===== src/rtl/rr_issue_select_if.sv =====
// rtl/rr_issue_select_if.sv - request/grant bundle between a reservation-station bank and its issue selector
interface rr_issue_select_if #(
  parameter int NUM_REQ = 8
);
  localparam int IDX_W = $clog2(NUM_REQ);

  logic [NUM_REQ-1:0] req;
  logic               outReady;
  logic               grantValid;
  logic [IDX_W-1:0]   grantIdx;
  logic [NUM_REQ-1:0] grantOneHot;
  logic               issueFire;

  modport master (
    input  req,
    input  outReady,
    output grantValid,
    output grantIdx,
    output grantOneHot,
    output issueFire
  );

  modport slave (
    output req,
    output outReady,
    input  grantValid,
    input  grantIdx,
    input  grantOneHot,
    input  issueFire
  );
endinterface


===== src/rtl/rr_issue_select.sv =====
// rtl/rr_issue_select.sv - registered round-robin issue arbiter for an N-entry reservation-station bank
// grantIdx feeds the bank's N:1 operand mux select; grantOneHot lets the bank free the issued entry.
module rr_issue_select #(
  parameter int NUM_REQ    = 8,
  parameter int GATE_DELAY = 50
) (
  input  logic               clk,
  input  logic               reset,
  rr_issue_select_if.master  bus
);
  localparam int IDX_W = $clog2(NUM_REQ);

  if (NUM_REQ < 2 || (NUM_REQ & (NUM_REQ - 1)) != 0) begin : g_bad_num_req
    $error("rr_issue_select: NUM_REQ must be a power of two and >= 2");
  end
  if (GATE_DELAY < 0) begin : g_bad_gate_delay
    $error("rr_issue_select: GATE_DELAY must be non-negative");
  end

  typedef enum logic {
    EMPTY = 1'b0,
    HELD  = 1'b1
  } state_t;

  state_t             state_q, state_d;
  logic [IDX_W-1:0]   idx_q, idx_d;
  logic [IDX_W-1:0]   ptr_q, ptr_d;
  logic [NUM_REQ-1:0] oh_q, oh_d;

  logic               fire;
  logic               slot_free;
  logic [NUM_REQ-1:0] excl;
  logic [NUM_REQ-1:0] cand;
  logic [IDX_W-1:0]   base;
  logic [IDX_W-1:0]   probe;
  logic [IDX_W-1:0]   win_idx;
  logic               found;

  assign fire            = (state_q == HELD) && bus.outReady;
  assign slot_free       = (state_q == EMPTY) || fire;
  assign bus.issueFire   = fire;
  assign bus.grantValid  = (state_q == HELD);
  assign bus.grantIdx    = idx_q;
  assign bus.grantOneHot = oh_q;

  // The entry leaving this cycle still has req high (the bank drops it a
  // cycle later), so it is masked out and the scan starts just past it.
  always_comb begin
    excl    = fire ? oh_q : '0;
    cand    = bus.req & ~excl;
    base    = fire ? idx_q + 1'b1 : ptr_q;
    probe   = '0;
    win_idx = '0;
    found   = 1'b0;
    for (int i = 0; i < NUM_REQ; i++) begin
      probe = base + IDX_W'(i);
      if (!found && cand[probe]) begin
        found   = 1'b1;
        win_idx = probe;
      end
    end
  end

  always_comb begin
    state_d = state_q;
    idx_d   = idx_q;
    oh_d    = oh_q;
    ptr_d   = ptr_q;
    if (fire) begin
      ptr_d = idx_q + 1'b1;
    end
    // While HELD without fire nothing moves, so the mux select stays bit-stable.
    case (state_q)
      EMPTY, HELD: begin
        if (slot_free) begin
          if (found) begin
            state_d = HELD;
            idx_d   = win_idx;
            oh_d    = NUM_REQ'(1) << win_idx;
          end else begin
            state_d = EMPTY;
            oh_d    = '0;
          end
        end
      end
      default: begin
        state_d = EMPTY;
        oh_d    = '0;
      end
    endcase
  end

  always_ff @(posedge clk) begin
    if (reset) begin
      state_q <= EMPTY;
      idx_q   <= '0;
      oh_q    <= '0;
      ptr_q   <= '0;
    end else begin
      state_q <= state_d;
      idx_q   <= idx_d;
      oh_q    <= oh_d;
      ptr_q   <= ptr_d;
    end
  end
endmodule


===== src/flat_wrapper.sv =====
// flat-port wrapper written by rule: the top's interface ports become plain ports
module rr_issue_select_flat 
#(
  parameter int NUM_REQ    = 8,
  parameter int GATE_DELAY = 50
)
  (clk, reset, bus_req, bus_outReady, bus_grantValid, bus_grantIdx, bus_grantOneHot, bus_issueFire);
  rr_issue_select_if #(.NUM_REQ(NUM_REQ)) bus_i ();
  input  logic clk;
  input  logic reset;
  input wire logic [$bits(bus_i.req)-1:0] bus_req;
  input wire logic [$bits(bus_i.outReady)-1:0] bus_outReady;
  output wire logic [$bits(bus_i.grantValid)-1:0] bus_grantValid;
  output wire logic [$bits(bus_i.grantIdx)-1:0] bus_grantIdx;
  output wire logic [$bits(bus_i.grantOneHot)-1:0] bus_grantOneHot;
  output wire logic [$bits(bus_i.issueFire)-1:0] bus_issueFire;
  assign bus_i.req = bus_req;
  assign bus_i.outReady = bus_outReady;
  assign bus_grantValid = bus_i.grantValid;
  assign bus_grantIdx = bus_i.grantIdx;
  assign bus_grantOneHot = bus_i.grantOneHot;
  assign bus_issueFire = bus_i.issueFire;
  rr_issue_select #(.NUM_REQ(NUM_REQ), .GATE_DELAY(GATE_DELAY)) u_core (.clk(clk), .reset(reset), .bus(bus_i));
endmodule

===== config.mk =====
export PLATFORM = sky130hd
export DESIGN_NAME = rr_issue_select_flat
export DESIGN_NICKNAME = d
export VERILOG_FILES = /design/src/rtl/rr_issue_select_if.sv /design/src/rtl/rr_issue_select.sv /design/src/flat_wrapper.sv
export SDC_FILE = /design/constraint.sdc
export NUM_CORES = 1
export LEC_CHECK = 0
export BUFFER_PORTS_ARGS = -buffer_cell sky130_fd_sc_hd__buf_2
export CORE_AREA = 2 2 76 78
export CTS_CLUSTER_SIZE = 20
export DETAILED_ROUTE_END_ITERATION = 6
export DIE_AREA = 0 0 78 80
export RECOVER_POWER = 100
export SLEW_MARGIN = 25
export SYNTH_ARGS = -nofsm -noshare
export SYNTH_HDL_FRONTEND = slang
export SYNTH_SLANG_ARGS = --single-unit

===== constraint.sdc =====
create_clock -name clk -period 13.1 [get_ports clk]
set_clock_uncertainty 0.2 [all_clocks]
set_input_delay 2.62 -clock clk [delete_from_list [all_inputs] [get_ports clk]]
set_output_delay 2.62 -clock clk [all_outputs]
set_load 0.02 [all_outputs]

=== After elaboration in Yosys (flattened, before gate mapping) ===
Index checks and enable logic that the tools add are counted.

* Memory bits (read-only): 0
* Input bits: 11
* Output and inout port bits: 13
* Bits in writable memories: 0
* Bits in latches: 0
* Memories kept: 0
* Word-level logic and storage cells: 77
* Register bits: 15

* Order comparisons: 8
* Multiply operators: 0
* $add $sub $neg: 8
* Eq/ne operators: 0
* Divide/modulo/power cells: 0
* Reduce and logical (&&, ||, !) cells: 17
* Shift-type cells: 1
* Bitwise operators: 3
* Multiplexer cells: 36

{| class="wikitable"
|+ Operator list
! cell !! number
|-
| $lt A3 B4 Y1 const B || 8
|-
| $mux W3 || 9
|-
| $bmux W1 S3 || 8
|-
| $mux W1 || 17
|-
| $mux W8 || 2
|-
| $add A3 B3 Y3 const B || 4
|-
| $and A8 B8 Y8 || 1
|-
| $logic_and A1 B1 Y1 || 8
|-
| $not A8 Y8 || 1
|-
| $shl A1 B3 Y8 const A || 1
|-
| $logic_not A1 Y1 || 7
|-
| $add A3 B1 Y3 const B || 2
|-
| $add A3 B2 Y3 const B || 2
|-
| $reduce_and A2 Y1 || 1
|-
| $logic_or A1 B1 Y1 || 1
|-
| $not A1 Y1 || 1
|}

=== Logic depth before layout (Yosys ltp) ===
Gate-level depths: netlist of the first run.

* Word-level depth: 30
* Mapped depth: 16
* Gate-level depth less buffers: 13

=== Worst setup path after synthesis of the first run ===
OpenSTA, ideal clock, no wires.

* Kind: input port to flip-flop
* Start: in bus_outReady
* End: reg u_core.oh_q[2], in the netlist u_core.bus.grantOneHot[2]
* Required time: 12.783 ns
* Arrival: 6.341 ns
* Library setup time: 0.117 ns
* Slack: 6.441 ns
* Path buffers: 4
* Stages on the path: 15
* Cell sequence: buf_4 -> buf_4 -> nand3_1 -> nand2_1 -> inv_1 -> buf_2 -> ha_1 -> mux4_2 -> a21boi_0 -> mux4_2 -> and3b_1 -> buf_6 -> a22o_1 -> or3_4 -> a32o_1

* Elaborated cells on any way between the ends: 61
* Classes of those cells: add/sub: 7; shift: 1; mux: 35; bitwise: 2; reduce/logical: 16

{| class="wikitable"
|+ RTL lines
! what !! line !! RTL
|-
| from (decl) || flat_wrapper.sv:12 || <nowiki>input wire logic [$bits(bus_i.outReady)-1:0] bus_outReady;</nowiki>
|-
| $logic_and A1 B1 Y1 * || rr_issue_select.sv:39 || <nowiki>assign fire = (state_q == HELD) && bus.outReady;</nowiki>
|-
| $mux W3 * || - ||
|-
| via u_core.base[1] || rr_issue_select.sv:34 || <nowiki>logic [IDX_W-1:0] base;</nowiki>
|-
| parallel branches: the longest is 25 deep, another holds $add A3 B1 Y3 || - ||
|-
| $mux W8 * || rr_issue_select.sv:76 || <nowiki>if (found) begin</nowiki>
|-
| to (signal assigned) || rr_issue_select.sv:102 || <nowiki>oh_q <= oh_d;</nowiki>
|-
| to (decl) || rr_issue_select.sv:28 || <nowiki>logic [NUM_REQ-1:0] oh_q, oh_d;</nowiki>
|}

Mark *: on every way through the listed nets, which the timed path passes. The select of a mux whose other input is x is not followed.
A chain may end at the register's enable or synchronous reset.

=== Worst setup path in the final report of the first run ===
* Start: in bus_outReady
* End: reg u_core.oh_q[4], in the netlist u_core.bus.grantOneHot[4]

* Longest elaborated chain between the ends: 30
* Elaborated cells on any way between the ends: 61
* Classes of those cells: add/sub: 7; shift: 1; mux: 35; bitwise: 2; reduce/logical: 16

{| class="wikitable"
|+ Ends and longest elaborated chain
! what !! line
|-
| $logic_and A1 B1 Y1 * || rr_issue_select.sv:39
|-
| parallel branches: the longest is 29 deep, another holds $add A3 B1 Y3 || -
|}

Mark *: on every way between the ends. The select of a mux whose other input is x is not followed.

==> results of run 1 <==
final timing paths:
path / cells past startpoint / slack (ps) / from / endpoint
worst max-delay path: 14 / 4450 / bus_outReady / u_core.bus.grantOneHot[4]$_SDFFE_PP0N_
worst max register to register: 13 / 6630 / u_core.bus.grantValid$_SDFFE_PP0N_ / u_core.bus.grantOneHot[4]$_SDFFE_PP0N_
worst min-delay path: 1 / 310 / u_core.bus.grantOneHot[7]$_SDFFE_PP0N_ / u_core.bus.grantOneHot[7]$_SDFFE_PP0N_
worst min register to register: 1 / 310 / u_core.bus.grantOneHot[7]$_SDFFE_PP0N_ / u_core.bus.grantOneHot[7]$_SDFFE_PP0N_
stage by stage:
stage               hold slack, ps  setup WS (ps)  instances  cell area (sq um)  power, mW
finish                         312           4450        300               1970      0.346
CTS                            316           6300        300               2010      0.350
global placement               302           6140        296               1960      0.313
global route                   338           3930        300               1970      0.373
floorplan                      384           6440        212               1820      0.255
detailed placement             297           6030        296               1960      0.312
per-layer routing:
metal | track usage (%) | wire, um
met1 | 24.8 | 2560
met2 | 30.9 | 2560
met3 | 2.49 | 303
met4 | 7.02 | 138
met5 | 0 | 0
registers in the layout, summed over array words and instances, names as in the netlist:
name,count
u_core.bus.grantOneHot,8
u_core.bus.grantIdx,3
u_core.ptr_q,3
u_core.bus.grantValid,1
placed cells by master (no fill, tap or decap), types with 3 or more instances in the layout:
master and n:
nand3_1 15, inv_1 5, a21oi_1 6, a21bo_2 3
o211a_1 5, o211ai_1 13, nor3b_1 4, mux4_2 6
o2111ai_1 4, mux2i_1 13, xnor2_1 4, clkbuf_1 14
clkbuf_8 3, a31oi_1 3, dfxtp_1 15, a21boi_0 6
nor2_1 11, buf_2 9, ha_1 3, nand2_1 14
nand4_1 9, a211oi_1 3, o221ai_1 4, o21ai_0 7
a32o_1 8
cells by family after synthesis:
| family | share of synthesized area, % |
|---|---|
| fa+ha+maj | 2.06 |
| simple gates | 21.9 |
| compound gates | 35.1 |
| buf+inv | 5.30 |
| flops | 16.5 |
| mux | 16.6 |
| xor+xnor | 2.41 |
layout make-up:
cell class | count | area, sq um | area share (%)
Multi-Input combinational cell | 178 | 1400 | 71.1
Clock buffer | 3 | 41.3 | 2.10
Clock inverter | 1 | 5.00 | 0.254
Timing Repair Buffer | 24 | 105 | 5.34
Sequential cell | 15 | 300 | 15.2
Inverter | 7 | 27.5 | 1.40
Tap cell | 72 | 90.1 | 4.57
power groups by stage:
stage / sequential (mW) / combinational [mW] / clock, mW
5_1_grt: 0.0702 / 0.263 / 0.0400
6_report: 0.0687 / 0.240 / 0.0372
3_3_place_gp: 0.0698 / 0.243 / 0
2_1_floorplan: 0.0765 / 0.179 / 0
4_1_cts: 0.0687 / 0.243 / 0.0381
3_5_place_dp: 0.0696 / 0.242 / 0
synth_stat cells, types with 2 or more instances:
cell type	count
dfxtp_1	15
nand3_1	15
nand2_1	14
mux2i_1	13
o211ai_1	13
nor2_1	11
nand4_1	9
a32o_1	8
o21ai_0	7
mux4_2	6
a21boi_0	5
a21oi_1	5
clkbuf_1	5
inv_1	5
o211a_1	5
nor3b_1	4
o2111ai_1	4
o221ai_1	4
xnor2_1	4
a211oi_1	3
a21bo_2	3
a31oi_1	3
buf_2	3
buf_4	3
ha_1	3
a21o_1	2
a22o_1	2
and2_1	2
and3b_1	2
nand2b_1	2
nand4b_1	2
o21ba_2	2
==> results.ini, run 1 <==
[timing]
post-route-period-util_pct = 66.0
drv_slew = 0
grt_setup_unrepaired = false
setup_tns_ps = 0
finalHoldViolCount = 0
tightest_slew_ps = 950
finalSetupViolations = 0
slew_headroom_pct = 36.7
fin_crit_ps = 8650
max_freq_ghz = 0.116

[drt]
drt-total-wl_um = 5570
routed_via_density = 6.21
ant_nets = 0
via_count = 1864
drc_errors = 0
drt_iter0_drc = 156
drt-pass1-iter-count = 4
wl_per_cell_um = 18.6

[critical_path]
arrival_ps = 8600
start_kind = primary input
worst_ep_required_time_ps = 13040
critPathMaxFanout = 17
critPathKind = primary input to register
cp_slowest_cell = clkinvlp_2
crit_path_end_kind = register
slowest_delay_ps = 930
cp_top_family = compound AO/OA/AOI/OAI gates
crit_chain = clkbuf_1, nand2_1, a21oi_1, clkinvlp_2, ha_1, inv_1, o211a_1, or2_0, mux2i_1, o21bai_1, nor4b_1, a21boi_0, nor3b_1, a32o_1
cp.buffers_inverters = 3

[die]
rows = 27
die_area_sq_um = 6240
dieHeight_um = 80
die_x_um = 78
coreArea_sq_um = 5410
initial_core_util_pct = 33.7
pin_count = 24

[clock_network]
clk_path_buf_depth = 2
cts.clk_slew.worst_paths_ps = 60
cts_hold_buf = 0
clockRootBuffer = clkbuf_8
cts.sinks = 15
postCtsSetupRepairBufs = 0
clk-insertion-delay-late_ps = 250
cts_tree = done
htreeDepth = 1
cts_resized = 0
cts-buffers-inserted = 3

[global_route]
overflow = 0
grt_pass1_wl_um = 9360
antenna_found_initial = 0
track_usage_pct = 18.7
grt_max_degree = 19
grt_pass1_vias = 1823

[placement]
gp_congestion = 0.870
dp_hpwl_um = 4420
port_buffers = 23

[finish]
filler_cell_count = 594
nNetsFinal = 243
area_delta_synth_final_pct = 8.25
fin_util_pct = 36.4
antenna_cells = 0
drive_gt1_share_pct = 13.6

[yosys]
syn_nets = 226
async_flop_share_pct = 0
synth_area_sq_um = 1820
ys_top_cells_by_area = dfxtp_1 (17%), mux4_2 (7.4%), mux2i_1 (7.2%), o211ai_1 (5.4%), a32o_1 (4.4%)
ys_types = 60
synth-seq-cells = 15
ys.warnings.count = 0
syn_inst = 212
synth_flop_cell = dfxtp_1
synth_top_area_cell = dfxtp_1
postSynthAreaPerCell_sq_um = 8.58
ys_seq_area_share_pct = 16.5
synth_edf_count = 0
synth_top_area_share_pct = 16.5

[pwr]
p_clk_share_pct = 10.7
internal_power_mw = 0.173
p_sw_mw = 0.173
swShare_pct = 49.9
p_leak_nw = 0.768
power_density_nw_per_um2 = 176
power_frac_comb_pct = 69.4
vdd_drop_max_uv = 95.5
seqPwrFrac_pct = 19.8

[run]
maxCapViolations = 0

[outcome]
outcome = finished clean

[worst_hold_path]
holdCritPathClass = register to register

(Power assumes the default switching activity.)
==> inputs of run 2 (changes only) <==
--- a/config.mk
+++ b/config.mk
@@ -5,11 +5,12 @@
 export SDC_FILE = /design/constraint.sdc
 export NUM_CORES = 1
 export LEC_CHECK = 0
+export ABC_AREA = 1
 export BUFFER_PORTS_ARGS = -buffer_cell sky130_fd_sc_hd__buf_2
-export CORE_AREA = 2 2 76 78
+export CORE_AREA = 2 2 73 75
 export CTS_CLUSTER_SIZE = 20
 export DETAILED_ROUTE_END_ITERATION = 6
-export DIE_AREA = 0 0 78 80
+export DIE_AREA = 0 0 75 77
 export RECOVER_POWER = 100
 export SLEW_MARGIN = 25
 export SYNTH_ARGS = -nofsm -noshare
==> constraint.sdc (replaced) <==
create_clock -name clk -period 7.3 [get_ports clk]
set_clock_uncertainty 0.2 [all_clocks]
set_input_delay 1.46 -clock clk [delete_from_list [all_inputs] [get_ports clk]]
set_output_delay 1.46 -clock clk [all_outputs]
set_load 0.02 [all_outputs]
==> results.ini, run 2 <==
[global_route]
grt_pass1_wl_um = 7660  ; was 9360 um
track_usage_pct = 16.6  ; was 18.7%
antenna_found_initial = 0  ; unchanged
grt_max_degree = 15  ; was 19
overflow = 0  ; unchanged
grt_pass1_vias = 1619  ; was 1823

[timing]
max_freq_ghz = 0.188
drv_slew = 0  ; unchanged
finalHoldViolCount = 0  ; unchanged
slew_headroom_pct = 27.6  ; was 36.7%
post-route-period-util_pct = 72.8
finalSetupViolations = 0  ; unchanged
setup_tns_ps = 0  ; unchanged
setup_slack_ps = 1980  ; was 4450 ps
fin_crit_ps = 5320
hold_ws_ps = 294  ; was 312 ps
grt_setup_unrepaired = false  ; unchanged
tightest_slew_ps = 1070  ; was 950 ps

[yosys]
synth_area_sq_um = 1700  ; was 1820 sq um
synthSimpleGateAreaFrac_pct = 64.5  ; was 21.9%
synth_edf_count = 0  ; unchanged
syn_nets = 306  ; was 226
syn_inst = 292  ; was 212
synthMuxAreaShare_pct = 0  ; was 16.6%
synth_top_area_cell = nand2_1  ; was dfxtp_1
ys_top_cells_by_area = nand2_1 (21%), dfxtp_1 (18%), nand3_1 (11%), nor2_1 (8.8%), nand2_2 (8.1%)  ; was dfxtp_1 (17%), mux4_2 (7.4%), mux2i_1 (7.2%), o211ai_1 (5.4%), a32o_1 (4.4%)
synth_compound_area_share_pct = 5.88  ; was 35.1%
synth_top_cells_by_count = nand2_1 (97), nor2_1 (40), nand3_1 (39)  ; was dfxtp_1 (15), nand3_1 (15), nand2_1 (14)
synth_fa_ha_area_share_pct = 2.21  ; was 2.06%
yosysMostFrequentCell = nand2_1
ys_seq_area_share_pct = 17.6  ; was 16.5%
ys.warnings.count = 0  ; unchanged
synth_flop_cell = dfxtp_1  ; unchanged
ys_types = 26  ; was 60
synth_xor_area_share_pct = 1.03  ; was 2.41%
synth_top_area_share_pct = 21.4  ; was 16.5%
async_flop_share_pct = 0  ; unchanged
synth_top_family_by_area = simple AND/OR/NAND/NOR gates  ; was compound AO/OA/AOI/OAI gates
postSynthAreaPerCell_sq_um = 5.83  ; was 8.58 sq um
synth-seq-cells = 15  ; unchanged

[run]
maxCapViolations = 0  ; unchanged

[clock_network]
cts_tree = done  ; unchanged
clk_path_buf_depth = 2  ; unchanged
postCtsSetupRepairBufs = 0  ; unchanged
cts_resized = 0  ; unchanged
htreeDepth = 1  ; unchanged
clk-insertion-delay-late_ps = 250  ; about the same
cts-buffers-inserted = 3  ; unchanged
cts.clk_slew.worst_paths_ps = 60  ; about the same
cts_hold_buf = 0  ; unchanged
clockRootBuffer = clkbuf_8  ; unchanged
cts.sinks = 15  ; unchanged

[die]
pin_count = 24  ; unchanged
die_area_sq_um = 5780  ; was 6240 sq um
initial_core_util_pct = 34.2  ; was 33.7%
rows = 26  ; was 27
coreArea_sq_um = 4980  ; was 5410 sq um
dieHeight_um = 77  ; was 80 um
die_x_um = 75  ; was 78 um

[critical_path]
critPathMaxFanout = 12  ; was 17
start_kind = primary input  ; unchanged
r2r_start = u_core.bus.grantValid$_SDFFE_PP0N_  ; unchanged
crit_path_end_kind = register  ; unchanged
startpoint = bus_outReady  ; unchanged
critPathKind = primary input to register  ; unchanged
arrival_ps = 5270  ; was 8600 ps
worst_ep_required_time_ps = 7260  ; was 13040 ps

[pwr]
p_clk_share_pct = 14.2  ; was 10.7%
internal_power_mw = 0.220  ; was 0.173 mW
total_power_mw = 0.482  ; was 0.346 mW
swShare_pct = 54.4  ; was 49.9%
vdd_drop_max_uv = 183  ; was 95.5 uV
p_leak_nw = 0.905  ; was 0.768 nW
power_frac_comb_pct = 63.1  ; was 69.4%
power_density_nw_per_um2 = 262  ; was 176 nW/um^2
seqPwrFrac_pct = 22.7  ; was 19.8%
p_sw_mw = 0.262  ; was 0.173 mW

[drt]
routed_via_density = 4.83  ; was 6.21
drt-total-wl_um = 4740  ; was 5570 um
drt_iter0_drc = 178  ; was 156
drc_errors = 0  ; unchanged
drt-pass1-iter-count = 4  ; unchanged
wl_per_cell_um = 12.4  ; was 18.6 um
via_count = 1850  ; was 1864
ant_nets = 0  ; unchanged

[placement]
port_buffers = 23  ; unchanged
place_area_sq_um = 1860  ; was 1960 sq um
pre_cts_ws_ps = 2890  ; was 6030 ps
dp_hpwl_um = 3890  ; was 4420 um
gp_congestion = 0.883  ; was 0.870

[finish]
area_delta_synth_final_pct = 8.24  ; was 8.25%
antenna_cells = 0  ; unchanged
mostFrequentLayoutCells = nand2_1 (102), nor2_1 (43), nand3_1 (40)  ; was nand3_1 (15), dfxtp_1 (15), nand2_1 (14), clkbuf_1 (14)
nNetsFinal = 328  ; was 243
drive_gt1_share_pct = 16.6  ; was 13.6%
final_common_cell = nand2_1
finalInstanceArea_sq_um = 1840  ; was 1970 sq um
largest_reg_flops = 8  ; unchanged

[outcome]
outcome = finished clean  ; unchanged

[worst_hold_path]
worstHoldStart = u_core.bus.grantOneHot[4]$_SDFFE_PP0N_  ; was u_core.bus.grantOneHot[7]$_SDFFE_PP0N_
holdCritPathClass = register to register  ; unchanged

[run 2: area by class of cell]
cell class | instances | area, sq um
sequential | 15 | 300
inverter | 26 | 98.8
clock buffer | 4 | 45.0
multi-input combinational | 245 | 1210
fill | 554 | 3140
tap | 70 | 87.6
timing repair buffer | 23 | 98.8
[run 2: per-layer routing]
layer | global-route usage, % | part of all wire (%) | wire, um
met1 | 24.7 | 49 | 2340
met2 | 26.7 | 46 | 2180
met3 | 0.920 | 4.3 | 204
met4 | 2.50 | 0.34 | 16
met5 | 0 | 0 | 0
[run 2: final timing paths]
path	depth (start not counted)	to	slack, ps
max	17	u_core.bus.grantIdx[2]$_SDFFE_PP0P_	1980
min	2	u_core.bus.grantOneHot[4]$_SDFFE_PP0N_	290
max reg2reg	16	u_core.bus.grantIdx[2]$_SDFFE_PP0P_	2990
min reg2reg	2	u_core.bus.grantOneHot[4]$_SDFFE_PP0N_	290
[run 2: cells by family after synthesis]
group | after synthesis
AO/OA/AOI/OAI | 15
flip-flops | 15
AND/OR/NAND/NOR | 225
XOR/XNOR | 2
buffers and inverters | 32
adder cells (fa/ha/maj) | 3
[run 2: worst max-delay path, cell delays in order]
cell,delay (ps)
clkbuf_1,360
nand2_1,290
o21ai_0,900
ha_1,450
inv_1,200
nand2_1,100
nand2_1,100
nand2_1,50
nand2_1,150
nand3_1,120
nor2_1,260
nand4_1,130
nor2_1,190
nor2_4,80
clkinvlp_2,160
nor2_1,90
a211oi_1,180
[run 2: stage by stage]
stage,std cells,util [%]
after floorplan,292,-
after global placement,379,37.3
after detailed placement,379,37.3
after CTS,383,38.2
after global routing,383,37.0
final,383,37.0
[run 2: power groups by stage]
stage                     Clock (mW)  Sequential (mW)  Combinational (mW)
after floorplan                    0            0.122               0.235
after global placement             0            0.111               0.317
after detailed placement           0            0.111               0.316
after CTS                     0.0683            0.109               0.318
after global routing          0.0723            0.111               0.338
final                         0.0685            0.109               0.304
==> inputs of run 3 (changes only) <==
==> constraint.sdc (replaced) <==
create_clock -name clk -period 5.3 [get_ports clk]
set_clock_uncertainty 0.2 [all_clocks]
set_input_delay 1.06 -clock clk [delete_from_list [all_inputs] [get_ports clk]]
set_output_delay 1.06 -clock clk [all_outputs]
set_load 0.02 [all_outputs]
==> results.ini, run 3 (synthesis results as in run 2) <==
[timing]
fin_crit_ps = 4370
grt_setup_unrepaired = false  ; unchanged
slew_headroom_pct = 58.7  ; was 27.6%
post-route-period-util_pct = 82.4
finalHoldViolCount = 0  ; unchanged
setup_slack_ps = 931  ; was 1980 ps
tightest_slew_ps = 617  ; was 1070 ps
finalSetupViolations = 0  ; unchanged
drv_slew = 0  ; unchanged
setup_tns_ps = 0  ; unchanged
max_freq_ghz = 0.229

[global_route]
busiest_layer = met2  ; unchanged
overflow = 0  ; unchanged
grt_pass1_wl_um = 7590  ; was 7660 um
grt_pass1_vias = 1585  ; was 1619
use_met2_pct = 26.7  ; unchanged
track_usage_pct = 16.7  ; was 16.6%
antenna_found_initial = 0  ; unchanged
grt_max_degree = 15  ; unchanged
gr-usage-met3_pct = 0.920  ; unchanged
use_met1_pct = 24.4  ; was 24.7%

[critical_path]
reg2reg_to = u_core.bus.grantOneHot[7]$_SDFFE_PP0N_  ; was u_core.bus.grantIdx[2]$_SDFFE_PP0P_
arrival_ps = 4310  ; was 5270 ps
worst_ep_required_time_ps = 5240  ; was 7260 ps
crit_path_end_kind = register  ; unchanged
rrSetupSlack_ps = 1540  ; was 2990 ps
r2r_cells = 18  ; was 16
start_kind = primary input  ; unchanged
critPathMaxFanout = 14  ; was 12
r2r_start = u_core.bus.grantValid$_SDFFE_PP0N_  ; unchanged
critPathKind = primary input to register  ; unchanged

[drt]
drt_iter0_drc = 165  ; was 178
ant_nets = 0  ; unchanged
drt-pass1-iter-count = 6  ; was 4
drt-total-wl_um = 4710  ; was 4740 um
routed_via_density = 4.77  ; was 4.83
drc_errors = 0  ; unchanged
wl_per_cell_um = 12.3  ; was 12.4 um
via_count = 1826  ; was 1850

[clock_network]
clockRootBuffer = clkbuf_8  ; unchanged
cts_tree = done  ; unchanged
cts.sinks = 15  ; unchanged
cts-buffers-inserted = 3  ; unchanged
clk_path_buf_depth = 2  ; unchanged
cts.clk_slew.worst_paths_ps = 60  ; about the same
htreeDepth = 1  ; unchanged
cts_resized = 0  ; unchanged
clk-insertion-delay-late_ps = 250  ; about the same
cts_hold_buf = 0  ; unchanged
postCtsSetupRepairBufs = 0  ; unchanged

[pwr]
seqPwrFrac_pct = 22.4  ; was 22.7%
total_power_mw = 0.673  ; was 0.482 mW
power_frac_comb_pct = 63.5  ; was 63.1%
vdd_drop_max_uv = 214  ; was 183 uV
p_sw_mw = 0.366  ; was 0.262 mW
swShare_pct = 54.3  ; was 54.4%
p_clk_share_pct = 14.1  ; was 14.2%
power_density_nw_per_um2 = 361  ; was 262 nW/um^2
internal_power_mw = 0.307  ; was 0.220 mW
p_leak_nw = 0.914  ; was 0.905 nW

[finish]
mostFrequentLayoutCells = nand2_1 (100), nor2_1 (42), nand3_1 (39)  ; was nand2_1 (102), nor2_1 (43), nand3_1 (40)
largest_reg_flops = 8  ; unchanged
drive_gt1_share_pct = 18.2  ; was 16.6%
area_delta_synth_final_pct = 9.71  ; was 8.24%
filler_cell_count = 550  ; was 554
final_common_cell = nand2_1  ; unchanged
antenna_cells = 0  ; unchanged
finalInstanceArea_sq_um = 1870  ; was 1840 sq um
nNetsFinal = 328  ; unchanged
regArea_sq_um = 300  ; unchanged
multi_input_area_sq_um = 1230  ; was 1210 sq um

[worst_hold_path]
worstHoldStart = u_core.bus.grantOneHot[4]$_SDFFE_PP0N_  ; unchanged
hold_end = u_core.bus.grantOneHot[4]$_SDFFE_PP0N_  ; unchanged
holdCritPathClass = register to register  ; unchanged
min_path_cells = 2  ; unchanged

[placement]
pre_cts_ws_ps = 1300  ; was 2890 ps
dp_hpwl_um = 3830  ; was 3890 um
gp_congestion = 0.883  ; unchanged
place_area_sq_um = 1860  ; unchanged
port_buffers = 23  ; unchanged

[die]
die_area_sq_um = 5780  ; unchanged
initial_core_util_pct = 34.2  ; unchanged
coreArea_sq_um = 4980  ; unchanged
dieHeight_um = 77  ; unchanged
die_x_um = 75  ; unchanged
rows = 26  ; unchanged
pin_count = 24  ; unchanged

[outcome]
outcome = finished clean  ; unchanged

[run]
maxCapViolations = 0  ; unchanged

run 3: worst max-delay path: stages:
cell	delay (ps)
clkbuf_1	370
nand2_1	320
nand2_2	120
nand2_1	290
ha_1	480
inv_1	190
nand2_1	100
nand2_1	100
nand2_1	70
nand2_2	120
nand3_2	90
nor2_1	250
nand4_1	130
nor2_1	190
nor2_4	90
nand2_1	160
nor2_1	70
nor2_1	80
nor2_1	40
run 3: how the worst max path moves through the flow:
stage | to | slack (ps) | depth (start not counted) | start
6_report | u_core.bus.grantOneHot[7]$_SDFFE_PP0N_ | 930 | 19 | bus_outReady
5_1_grt | u_core.bus.grantOneHot[7]$_SDFFE_PP0N_ | 600 | 19 | bus_outReady
4_1_cts | u_core.bus.grantOneHot[1]$_SDFFE_PP0N_ | 1520 | 19 | bus_outReady
3_5_place_dp | u_core.bus.grantOneHot[0]$_SDFFE_PP0N_ | 1300 | 19 | bus_outReady
3_3_place_gp | u_core.bus.grantOneHot[1]$_SDFFE_PP0N_ | 1330 | 19 | bus_outReady
2_1_floorplan | u_core.bus.grantOneHot[2]$_SDFFE_PP0N_ | 1840 | 19 | bus_outReady
run 3: metal layers:
layer,up-vias,share of wire [%]
li1,974,-
met1,797,48
met2,52,46
met3,3,5.1
met4,0,0.72
met5,-,0
run 3: layout make-up:
cell class	count	area share, %
Multi-Input combinational cell	245	66.2
Sequential cell	15	16.1
Inverter	26	5.36
Timing Repair Buffer	23	5.29
Tap cell	70	4.69
Clock buffer	4	2.41
run 3: power by group through the flow:
stage          clock network, mW  logic (mW)  registers [mW]
6_report                  0.0947       0.428           0.151
5_1_grt                    0.101       0.475           0.154
4_1_cts                   0.0961       0.436           0.151
3_5_place_dp                   0       0.433           0.153
3_3_place_gp                   0       0.436           0.153
2_1_floorplan                  0       0.323           0.168
run 3: metrics by stage:
step           cells  utilization, %  hold slack (ps)
5_1_grt          383            37.5              318
3_3_place_gp     379            37.3              280
6_report         383            37.5              289
4_1_cts          383            38.2              290
3_5_place_dp     379            37.3              279
2_1_floorplan    292               -              349
